$ cat config.mk
export PLATFORM = sky130hd
export DESIGN_NAME = jt51_wr_sched
export DESIGN_NICKNAME = d
export VERILOG_FILES = /design/src/rtl/jt51_sched_pkg.sv /design/src/rtl/jt51_wr_sched_fifo.sv /design/src/rtl/jt51_wr_sched.sv
export SDC_FILE = /design/constraint.sdc
export NUM_CORES = 1
export LEC_CHECK = 0
export CAP_MARGIN = 20
export CORE_MARGIN = 3
export CORE_UTILIZATION = 56
export DETAILED_ROUTE_END_ITERATION = 12
export GPL_TIMING_DRIVEN = 0
export PLACE_DENSITY = 0.79
export REMOVE_ABC_BUFFERS = 1
export SYNTH_ARGS = -nofsm -noshare
export SYNTH_HDL_FRONTEND = slang
export SYNTH_HIERARCHICAL = 1
export SYNTH_SLANG_ARGS = --single-unit
$ cat constraint.sdc
create_clock -name clk -period 3.6 [get_ports clk]
set_clock_uncertainty 0.2 [all_clocks]
set_input_delay 0.72 -clock clk [delete_from_list [all_inputs] [get_ports clk]]
set_output_delay 0.72 -clock clk [all_outputs]
set_load 0.005 [all_outputs]
$ cat src/rtl/jt51_sched_pkg.sv
// Shared constants, types and decode helpers for the JT51 write scheduler.
package jt51_sched_pkg;

   localparam logic [7:0] A_KEYON   = 8'h08;
   localparam logic [7:0] A_RL      = 8'h20;
   localparam logic [7:0] A_KC      = 8'h28;
   localparam logic [7:0] A_KF      = 8'h30;
   localparam logic [7:0] A_PMS     = 8'h38;
   localparam logic [7:0] A_DT1     = 8'h40;
   localparam logic [7:0] A_TL      = 8'h60;
   localparam logic [7:0] A_KS      = 8'h80;
   localparam logic [7:0] A_AMSEN   = 8'hA0;
   localparam logic [7:0] A_DT2     = 8'hC0;
   localparam logic [7:0] A_D1L     = 8'hE0;
   localparam logic [7:0] A_OVF_CLR = 8'h1B;

   localparam int unsigned UP_N     = 11;
   localparam int unsigned UP_RL    = 0;
   localparam int unsigned UP_KC    = 1;
   localparam int unsigned UP_KF    = 2;
   localparam int unsigned UP_PMS   = 3;
   localparam int unsigned UP_DT1   = 4;
   localparam int unsigned UP_TL    = 5;
   localparam int unsigned UP_KS    = 6;
   localparam int unsigned UP_AMSEN = 7;
   localparam int unsigned UP_DT2   = 8;
   localparam int unsigned UP_D1L   = 9;
   localparam int unsigned UP_KEYON = 10;

   typedef enum logic [1:0] {
      ST_IDLE = 2'd0,
      ST_ARM  = 2'd1,
      ST_HOLD = 2'd2
   } sched_st_e;

   typedef struct packed {
      logic [7:0] addr;
      logic [7:0] data;
   } wr_entry_t;

   // Registers below 0x20 other than key-on never touch the bank handshake.
   function automatic logic is_glob(input logic [7:0] a);
      return (a[7:5] == 3'b000) && (a != A_KEYON);
   endfunction

   function automatic logic [UP_N-1:0] up_decode(input logic [7:0] a);
      logic [UP_N-1:0] v;
      v = '0;
      if (a == A_KEYON) begin
         v[UP_KEYON] = 1'b1;
      end else if (a[7:5] == 3'b001) begin
         case (a & 8'hF8)
            A_RL:    v[UP_RL]  = 1'b1;
            A_KC:    v[UP_KC]  = 1'b1;
            A_KF:    v[UP_KF]  = 1'b1;
            A_PMS:   v[UP_PMS] = 1'b1;
            default: v = '0;
         endcase
      end else begin
         case (a & 8'hE0)
            A_DT1:   v[UP_DT1]   = 1'b1;
            A_TL:    v[UP_TL]    = 1'b1;
            A_KS:    v[UP_KS]    = 1'b1;
            A_AMSEN: v[UP_AMSEN] = 1'b1;
            A_DT2:   v[UP_DT2]   = 1'b1;
            A_D1L:   v[UP_D1L]   = 1'b1;
            default: v = '0;
         endcase
      end
      return v;
   endfunction

endpackage

$ cat src/rtl/jt51_wr_sched_fifo.sv
// Synchronous FIFO holding pending {addr,data} writes; pushes on full are dropped.
module jt51_wr_fifo #(
   parameter int unsigned AW = 2,
   parameter int unsigned W  = 16
) (
   input  logic          clk,
   input  logic          rst,
   input  logic          push,
   input  logic          pop,
   input  logic [W-1:0]  din,
   output logic [W-1:0]  dout,
   output logic          full,
   output logic          empty,
   output logic [AW:0]   count
);

   localparam int unsigned DEPTH = 1 << AW;

   logic [W-1:0]  mem_q [DEPTH];
   logic [AW-1:0] wr_q, wr_d, rd_q, rd_d;
   logic [AW:0]   cnt_q, cnt_d;
   logic          do_push, do_pop;

   assign full  = (cnt_q == (AW+1)'(DEPTH));
   assign empty = (cnt_q == '0);
   assign count = cnt_q;
   assign dout  = mem_q[rd_q];

   always_comb begin
      do_push = push & ~full;
      do_pop  = pop & ~empty;
      wr_d    = do_push ? wr_q + AW'(1) : wr_q;
      rd_d    = do_pop  ? rd_q + AW'(1) : rd_q;
      cnt_d   = cnt_q + (AW+1)'(do_push) - (AW+1)'(do_pop);
   end

   always_ff @(posedge clk) begin
      if (rst) begin
         wr_q  <= '0;
         rd_q  <= '0;
         cnt_q <= '0;
      end else begin
         wr_q  <= wr_d;
         rd_q  <= rd_d;
         cnt_q <= cnt_d;
      end
   end

   // Storage needs no reset: entries are only read while counted valid.
   always_ff @(posedge clk) begin
      if (do_push) mem_q[wr_q] <= din;
   end

endmodule

$ cat src/rtl/jt51_wr_sched.sv
// CPU-to-register-bank write scheduler: FIFO plus IDLE/ARM/HOLD strobe sequencer.
// Optional sticky overflow flag enabled by defining JT51_WR_SCHED_OVF_EN.
module jt51_wr_sched #(
   parameter int unsigned FIFO_AW = 2
) (
   input  logic       clk,
   input  logic       rst,
   input  logic       cpu_wr,
   input  logic       cpu_a0,
   input  logic [7:0] cpu_din,
   output logic       cpu_full,
   input  logic       bank_busy,
   output logic [7:0] d_out,
   output logic [1:0] op,
   output logic [2:0] ch,
   output logic       up_rl,
   output logic       up_kc,
   output logic       up_kf,
   output logic       up_pms,
   output logic       up_dt1,
   output logic       up_tl,
   output logic       up_ks,
   output logic       up_amsen,
   output logic       up_dt2,
   output logic       up_d1l,
   output logic       up_keyon,
   output logic       glob_we,
   output logic [7:0] glob_addr,
   output logic       sched_ovf
);
   import jt51_sched_pkg::*;

   localparam logic [1:0] S_IDLE = 2'(ST_IDLE);
   localparam logic [1:0] S_ARM  = 2'(ST_ARM);
   localparam logic [1:0] S_HOLD = 2'(ST_HOLD);

   logic [1:0]      state_q, state_d;
   logic [7:0]      addr_q, addr_d;
   logic [UP_N-1:0] up_q, up_d;
   logic [1:0]      op_q, op_d;
   logic [2:0]      ch_q, ch_d;
   logic [7:0]      dout_q, dout_d;
   logic            glob_we_q, glob_we_d;
   logic [7:0]      glob_addr_q, glob_addr_d;

   logic            fifo_push, fifo_pop, fifo_full, fifo_empty;
   logic [FIFO_AW:0] fifo_cnt;
   wr_entry_t       push_ent, head;

   jt51_wr_fifo #(.AW(FIFO_AW), .W(16)) u_fifo (
      .clk   (clk),
      .rst   (rst),
      .push  (fifo_push),
      .pop   (fifo_pop),
      .din   (push_ent),
      .dout  (head),
      .full  (fifo_full),
      .empty (fifo_empty),
      .count (fifo_cnt)
   );

   always_comb begin
      addr_d = addr_q;
      if (cpu_wr & ~cpu_a0) addr_d = cpu_din;
      fifo_push     = cpu_wr & cpu_a0 & ~fifo_full;
      push_ent.addr = addr_q;
      push_ent.data = cpu_din;
   end

   // Sequencer: strobe stays up from pop until the bank finishes one busy round.
   always_comb begin
      state_d     = state_q;
      up_d        = up_q;
      op_d        = op_q;
      ch_d        = ch_q;
      dout_d      = dout_q;
      glob_we_d   = 1'b0;
      glob_addr_d = glob_addr_q;
      fifo_pop    = 1'b0;
      case (state_q)
         S_IDLE: begin
            if (!fifo_empty) begin
               fifo_pop = 1'b1;
               dout_d   = head.data;
               if (is_glob(head.addr)) begin
                  glob_we_d   = 1'b1;
                  glob_addr_d = head.addr;
               end else begin
                  up_d    = up_decode(head.addr);
                  ch_d    = (head.addr == A_KEYON) ? 3'd0 : head.addr[2:0];
                  // Address order M1,C1,M2,C2 becomes pipeline order by swapping a[4:3].
                  op_d    = (head.addr[7:6] != 2'b00) ? {head.addr[3], head.addr[4]} : 2'd0;
                  state_d = S_ARM;
               end
            end
         end
         S_ARM: begin
            if (bank_busy) state_d = S_HOLD;
         end
         S_HOLD: begin
            if (!bank_busy) begin
               up_d    = '0;
               state_d = S_IDLE;
            end
         end
         default: begin
            up_d    = '0;
            state_d = S_IDLE;
         end
      endcase
   end

   always_ff @(posedge clk) begin
      if (rst) begin
         state_q     <= S_IDLE;
         addr_q      <= '0;
         up_q        <= '0;
         op_q        <= '0;
         ch_q        <= '0;
         dout_q      <= '0;
         glob_we_q   <= 1'b0;
         glob_addr_q <= '0;
      end else begin
         state_q     <= state_d;
         addr_q      <= addr_d;
         up_q        <= up_d;
         op_q        <= op_d;
         ch_q        <= ch_d;
         dout_q      <= dout_d;
         glob_we_q   <= glob_we_d;
         glob_addr_q <= glob_addr_d;
      end
   end

`ifdef JT51_WR_SCHED_OVF_EN
   logic ovf_q, ovf_d;

   // Sticky: set by a write dropped on full, cleared by address write 0x1B.
   always_comb begin
      ovf_d = ovf_q;
      if (cpu_wr & cpu_a0 & fifo_full) ovf_d = 1'b1;
      else if (cpu_wr & ~cpu_a0 & (cpu_din == A_OVF_CLR)) ovf_d = 1'b0;
   end

   always_ff @(posedge clk) begin
      if (rst) ovf_q <= 1'b0;
      else     ovf_q <= ovf_d;
   end

   assign sched_ovf = ovf_q;
`else
   assign sched_ovf = 1'b0;
`endif

   assign cpu_full  = (fifo_cnt == (FIFO_AW+1)'(1 << FIFO_AW));
   assign d_out     = dout_q;
   assign op        = op_q;
   assign ch        = ch_q;
   assign glob_we   = glob_we_q;
   assign glob_addr = glob_addr_q;
   assign up_rl     = up_q[UP_RL];
   assign up_kc     = up_q[UP_KC];
   assign up_kf     = up_q[UP_KF];
   assign up_pms    = up_q[UP_PMS];
   assign up_dt1    = up_q[UP_DT1];
   assign up_tl     = up_q[UP_TL];
   assign up_ks     = up_q[UP_KS];
   assign up_amsen  = up_q[UP_AMSEN];
   assign up_dt2    = up_q[UP_DT2];
   assign up_d1l    = up_q[UP_D1L];
   assign up_keyon  = up_q[UP_KEYON];

endmodule

==> results of run 1 <==
## per-layer routing
metal	global-route usage [%]	wire length, µm	vias to the layer above
li1	-	-	1313
met1	24.4	3460	1395
met2	35.4	4850	94
met3	6.12	536	14
met4	9.81	145	0
met5	0	0	-
## logic make-up (layout without fill, tap and decap cells)
| family | Yosys count | count (layout) | synth area share, % |
|---|---|---|---|
| other cells | 1 | 1 | 0.0817 |
| fa+ha+maj | 7 | 7 | 2.07 |
| compound gates | 46 | 46 | 6.27 |
| mux | 30 | 30 | 11.4 |
| buf+inv | 27 | 88 | 3.71 |
| simple gates | 101 | 101 | 11.4 |
| flops | 116 | 116 | 64.5 |
| xor+xnor | 3 | 3 | 0.572 |
## report_power, final
part | leakage, nW | internal [mW] | switching, mW
Combinational | 0.689 | 0.539 | 0.642
Sequential | 1.01 | 1.57 | 0.172
Clock | 0.284 | 0.980 | 0.548
## placed cells by master (no fill, tap or decap), types with 3 or more instances in the layout
master / n
a21oi_1: 20
clkinv_2: 6
nor2_1: 27
nor3_1: 5
mux2i_1: 14
nand2_1: 28
clkdlybuf4s50_1: 45
nand3_1: 4
mux4_1: 6
ha_1: 6
or3_1: 3
dfxtp_1: 51
clkbuf_1: 3
inv_1: 9
clkbuf_16: 19
and2_1: 8
mux4_2: 10
edfxtp_1: 64
o21ai_0: 14
o211ai_1: 3
nand2b_1: 10
## flip-flops by register name, summed over array words and instances (netlist names), named ones only
name / count
addr_q: 8
ch: 3
d_out: 8
glob_addr: 8
glob_we: 1
op: 2
state_q: 2
u_fifo/count: 3
u_fifo/mem_q: 64
u_fifo/rd_q: 2
u_fifo/wr_q: 2
up_q: 11
## final timing paths
kind,to,start,depth (start not counted)
min reg2reg,d_out[0]$_SDFFE_PP0P_,d_out[0]$_SDFFE_PP0P_,2
max reg2reg,u_fifo/count[2]$_SDFF_PP0_,u_fifo/count[1]$_SDFF_PP0_,13
max,u_fifo/count[2]$_SDFF_PP0_,u_fifo/count[1]$_SDFF_PP0_,13
min,d_out[0]$_SDFFE_PP0P_,d_out[0]$_SDFFE_PP0P_,2
## what timing repair did
action                     CTS  global route
resized for setup            2             1
hold endpoints to repair     0             0
setup endpoints to repair   17             8
## worst max-delay path, cell delays in order, from the launching register on
cell and delay (ns):
dfxtp_1 0.40, nor3_1 0.50, or3_4 0.37, clkinv_8 0.15, o31ai_2 0.11, inv_1 0.09, ha_1 0.28, inv_1 0.06
ha_1 0.13, inv_1 0.05, fa_1 0.37, xor2_1 0.18, and2_1 0.15, nor3_1 0.04
## final cells by class
type | instances | share of cell area [%]
timing repair buffer | 46 | 8.10
clock buffer | 24 | 9.14
inverter | 10 | 0.890
multi-input combinational | 188 | 26.1
tap | 102 | 2.27
clock inverter | 8 | 0.801
sequential | 116 | 52.7
## per-stage QoR
step	utilization [%]	worst slack, ns	power [mW]	setup TNS, ns	instance area [µm²]
5_1_grt	71.7	0.109	4.67	0	5620
3_3_place_gp	64.5	-0.284	2.85	-1.98	5060
3_5_place_dp	64.4	-0.262	2.91	-1.81	5050
6_report	71.7	0.342	4.45	0	5620
2_1_floorplan	-	0.367	2.46	0	4470
4_1_cts	71.6	0.0841	4.47	0	5620
==> results.cfg, run 1 <==
[status]
status = finished clean

[power_and_ir_drop]
power_leakage_nw = 1.98
ir_drop_mv = 0.318
powerDensity_nw_per_um2 = 791

[routing]
drt_wl_total_um = 8990
drt_drc_violations_left = 0
wl_per_cell_um = 18.2
via_per_inst = 5.70
antenna_left = 0
drt_iter0_markers = 151
dr_total_vias = 2816
dr.pass1.iters = 4

[layout]
fin_nets = 399
multi_input_area_um2 = 1470
drive_above_1_share_pct = 13.3
diodes = 0
stdcell_count = 494
fill_cells = 514
seqCellArea_um2 = 2960
area_delta_synth_final_pct = 22.5

[timing]
setup_viol = 0
fmax_mhz = 307
finalMaxSlewViolations = 0
hold_ws_ns = 0.256
hold_viol_final = 0
slew-limit-headroom_pct = 27.1
layout_min_cycle_time_ns = 3.26
fin_crit_sh_pct = 90.5
rsz0062_at_grt = false
tightestPinTransition_ns = 1.09

[hold_path]
holdCritPathClass = reg -> reg

[die]
die_area_um2 = 9320
placeableCoreArea_um2 = 7850
num_rows = 32
initial_utilization_pct = 58.5
die_x_um = 96.5
ios = 48
die_h_um = 96.5

[logic_synthesis]
async_reset_ff_share_pct = 0
ys_ff_latch = 116
synthMostInstantiatedCell = edfxtp_1
synth_cells = 331
syn_area_um2 = 4590
yosys_most_used_dff = edfxtp_1
yosys-top-cells-area = edfxtp_1 42%, dfxtp_1 23%, mux4_2 4.9%, mux4_1 3.4%, mux2i_1 3.1%
synth_top_area_share_pct = 41.9
synth_cell_types = 47
avgSynthCellArea_um2 = 13.9
yosys_warnings = 6
synth_edf_count = 64
seq_area_frac_synth_pct = 64.5
synth_area_leader_cell = edfxtp_1
netlist_top_cells_count = 64 x edfxtp_1, 52 x dfxtp_1, 28 x nand2_1

[worst_setup_path]
path_max_fanout = 16
critPathLaunchType = flop
path_class = reg -> reg
crit_arrival_ns = 3.41
crit_path_end_kind = flop
rrSetupSlack_ns = 0.34
cp.required_ns = 3.75

[global_route]
antenna_found_initial = 0
grt_pass1_vias = 2765
gr-total-overflow = 0
grtUsageTotal_pct = 20.9
grt_pass1_wl_um = 14000
grt_max_degree = 52

[placement]
dp_hpwl_um = 5180
dp_cells = 462
io_buffers = 46
globalplace.congestion = 0.813

[clock_network]
cts_htree_levels = 4
root_buffer = clkbuf_8
cts_tree = yes
path_clk_slew_ns = 0.05
postCtsSetupBuffers = 0
clock_path_buffers = 2
hold_buffers = 0
worstSkewPairLatency_ns = 0.50
cts_sinks = 116
cts_buffers = 17

[run]
maxCapViolCount = 0
Power figures use the tool's default switching activity.
==> run 2, diff against run 1 <==
--- a/config.mk
+++ b/config.mk
@@ -9,6 +9,7 @@
 export CORE_MARGIN = 3
 export CORE_UTILIZATION = 56
 export DETAILED_ROUTE_END_ITERATION = 12
+export GPL_ROUTABILITY_DRIVEN = 0
 export GPL_TIMING_DRIVEN = 0
 export PLACE_DENSITY = 0.79
 export REMOVE_ABC_BUFFERS = 1
==> results of run 2 <==
No change in the layout: final DEF, timing and power equal those of run 1.
==> run 3, diff against run 2 <==
--- a/config.mk
+++ b/config.mk
@@ -15,5 +15,4 @@
 export REMOVE_ABC_BUFFERS = 1
 export SYNTH_ARGS = -nofsm -noshare
 export SYNTH_HDL_FRONTEND = slang
-export SYNTH_HIERARCHICAL = 1
 export SYNTH_SLANG_ARGS = --single-unit
==> run 3 against run 2 <==
  * Flip-flop and latch count unchanged
  * Via count decreased by 8.3%
  * Area after synthesis is 3.4% lower
  * Highest routed layer unchanged
  * Clock power up 6%
  * Utilization increased by 2.8 points
  * Sequential share of layout area up 0.74 points
  * Register-to-register slack better by 0.03 ns
  * Final cell count down 6.1%
  * Largest cell class unchanged
==> results.cfg, run 3 <==
[status]
status = finished clean

[routing]
drt_wl_total_um = 8560
drt_drc_violations_left = 0
dr.pass1.iters = 4
wl_per_cell_um = 18.4
via_per_inst = 5.56
antenna_left = 0
drt_iter0_markers = 193
dr_total_vias = 2582

[logic_synthesis]
synth_top_family_by_area = multiplexers
async_reset_ff_share_pct = 0
avgSynthCellArea_um2 = 14.7
synth-xor-area-share_pct = 1.19
synth_area_leader_cell = edfxtp_1
seq_area_frac_synth_pct = 66.8
yosys_warnings = 0
yosys-top-cells-area = edfxtp_1 43%, dfxtp_1 23%, mux4_2 8.1%, mux2i_1 3.6%, nor2_1 2.4%
ys_ff_latch = 116
yosys_most_used_dff = edfxtp_1
synth.mux.area_fraction_pct = 11.7
synth_cell_types = 40
netlist_top_cells_count = 64 x edfxtp_1, 52 x dfxtp_1, 28 x nor2_1
synthAdderAreaFrac_pct = 2.15
synthMostInstantiatedCell = edfxtp_1
synth-simple-area-share_pct = 9.71
synth_compound_area_share_pct = 5.31
synth_top_area_share_pct = 43.4
synth_edf_count = 64
synth_cells = 302
syn_area_um2 = 4430

[worst_setup_path]
crit_path_end_kind = flop
rrSetupSlack_ns = 0.37
critPathLaunchType = flop
crit_arrival_ns = 3.43
cp.required_ns = 3.80
path_cells = buf_16 > mux4_2 > or3_1 > a221oi_2 > buf_6 > nand3b_1 > o41ai_2
r2r_cells = 7
endpoint = up_q[6]$_SDFFE_PP0P_
cp_slowest_stage_delay_ns = 0.63
path_max_fanout = 12
path_class = reg -> reg
slowest_stage = a221oi_2
rr_endpoint = up_q[6]$_SDFFE_PP0P_

[layout]
top_regs = u_fifo.mem_q (64), up_q (11)
top_register = u_fifo.mem_q
fin_util_pct = 74.4
area_delta_synth_final_pct = 25.1
fill_cells = 461
diodes = 0
largest_reg_flops = 64
mostFrequentLayoutCell = edfxtp_1
fin_nets = 372
drive_above_1_share_pct = 16.2
fin_area_um2 = 5540
layout_common_cells = 64 x edfxtp_1, 52 x dfxtp_1, 45 x clkdlybuf4s50_1, 28 x nor2_1, 21 x nand2_1

[power_and_ir_drop]
powerDensity_nw_per_um2 = 803
switching_share_pct = 29.2
p_switching_mw = 1.30
p_seq_share_pct = 38.0
p_clk_share_pct = 36.3
p_int_mw = 3.15
power_leakage_nw = 1.99
ir_drop_mv = 0.470
comb_power_share_pct = 25.7

[timing]
finalMaxSlewViolations = 0
fin_crit_sh_pct = 89.7
layout_min_cycle_time_ns = 3.23
hold_viol_final = 0
rsz0062_at_grt = false
tightestPinTransition_ns = 1.05
hold_ws_ns = 0.258
setup_tns_ns = 0
setup_viol = 0
fmax_mhz = 310
slew-limit-headroom_pct = 29.6
setup_ws_ns = 0.373

[clock_network]
clock_path_buffers = 2
cts_buffers = 17
cts_sinks = 116
root_buffer = clkbuf_8
hold_buffers = 0
cts_htree_levels = 4
worstSkewPairLatency_ns = 0.51
cts-resized-gates = 0
postCtsSetupBuffers = 0
path_clk_slew_ns = 0.06
cts_tree = yes

[global_route]
gr-total-overflow = 0
grt_max_degree = 52
antenna_found_initial = 0
grt_pass1_vias = 2679
grtUsageTotal_pct = 21.6
grt_pass1_wl_um = 13800

[die]
placeableCoreArea_um2 = 7450
die_area_um2 = 9020
num_rows = 31
ios = 48
die_h_um = 95.0
die_x_um = 95.0
initial_utilization_pct = 59.5

[hold_path]
worstHoldPathCells = 1
holdCritPathClass = reg -> reg

[placement]
dp_hpwl_um = 4960
io_buffers = 46
dpl_worst_slack_ns = 0.435
postPlaceCellArea_um2 = 4970

[run]
maxCapViolCount = 0
run 3: cell types whose count changed in the layout (fill, tap and decap cells not counted), sizes merged, moves of 5 or more:
cell / change
nand2: -7
a21oi: -10
nand3b: +9
clkbuf: -7
o21ai: -14
o31ai: +5
nand2b: -10
run 3: per-stage QoR:
stage	instances	power, mW
floorplan	285	2.37
global placement	430	2.75
detailed placement	432	2.84
CTS	464	4.49
global route	464	4.67
finish	464	4.45
run 3: area by class of cell:
cell class / instances / area (µm²) / area share, %
Timing Repair Buffer: 48 / 494 / 8.91
Tap cell: 99 / 124 / 2.23
Multi-Input combinational cell: 158 / 1340 / 24.2
Clock inverter: 15 / 164 / 2.96
Clock buffer: 17 / 414 / 7.47
Sequential cell: 116 / 2960 / 53.4
Inverter: 11 / 41.3 / 0.745
run 3: power groups by stage:
| stage | combinational [mW] | sequential [mW] | clock [mW] |
|---|---|---|---|
| after floorplan | 0.661 | 1.71 | 0 |
| after global placement | 1.02 | 1.73 | 0 |
| after detailed placement | 1.13 | 1.72 | 0 |
| after CTS | 1.15 | 1.70 | 1.64 |
| after global routing | 1.25 | 1.72 | 1.71 |
| final | 1.14 | 1.69 | 1.62 |
run 3: how the worst min path moves through the flow:
stage | from | endpoint | slack, ns
after global routing | glob_addr[6]$_SDFFE_PP0P_ | glob_addr[6]$_SDFFE_PP0P_ | 0.28
after detailed placement | glob_addr[7]$_SDFFE_PP0P_ | glob_addr[7]$_SDFFE_PP0P_ | 0.25
final | glob_addr[7]$_SDFFE_PP0P_ | glob_addr[7]$_SDFFE_PP0P_ | 0.26
after CTS | d_out[2]$_SDFFE_PP0P_ | d_out[2]$_SDFFE_PP0P_ | 0.26
after floorplan | d_out[0]$_SDFFE_PP0P_ | d_out[0]$_SDFFE_PP0P_ | 0.25
after global placement | glob_addr[5]$_SDFFE_PP0P_ | glob_addr[5]$_SDFFE_PP0P_ | 0.24
run 3: metal layers:
layer	part of all wire [%]	wire length (µm)	vias to the layer above	track usage [%]
met2	53	4530	87	37.6
met4	1.4	116	0	8.77
met3	5.6	478	11	5.98
met1	40	3430	1277	25.3
li1	-	-	1207	-
met5	0	0	-	0
run 3: logic make-up (layout without fill, tap and decap cells):
family / after synthesis / after routing
AOI/OAI and AO/OA: 29 / 29
xor gates and xnor gates: 6 / 6
adders and majority gates: 7 / 7
buffers and inverters: 28 / 91
DFF: 116 / 116
muxes: 32 / 32
other: 1 / 1
and+or+nand+nor: 83 / 83
run 3: worst max-delay path, delay by kind of cell, from the launching register on:
family,cells,cell delay (ns)
AOI/OAI and AO/OA,2,0.70
buffers and inverters,2,0.46
DFF,1,0.57
muxes,1,0.61
and+or+nand+nor,2,0.56
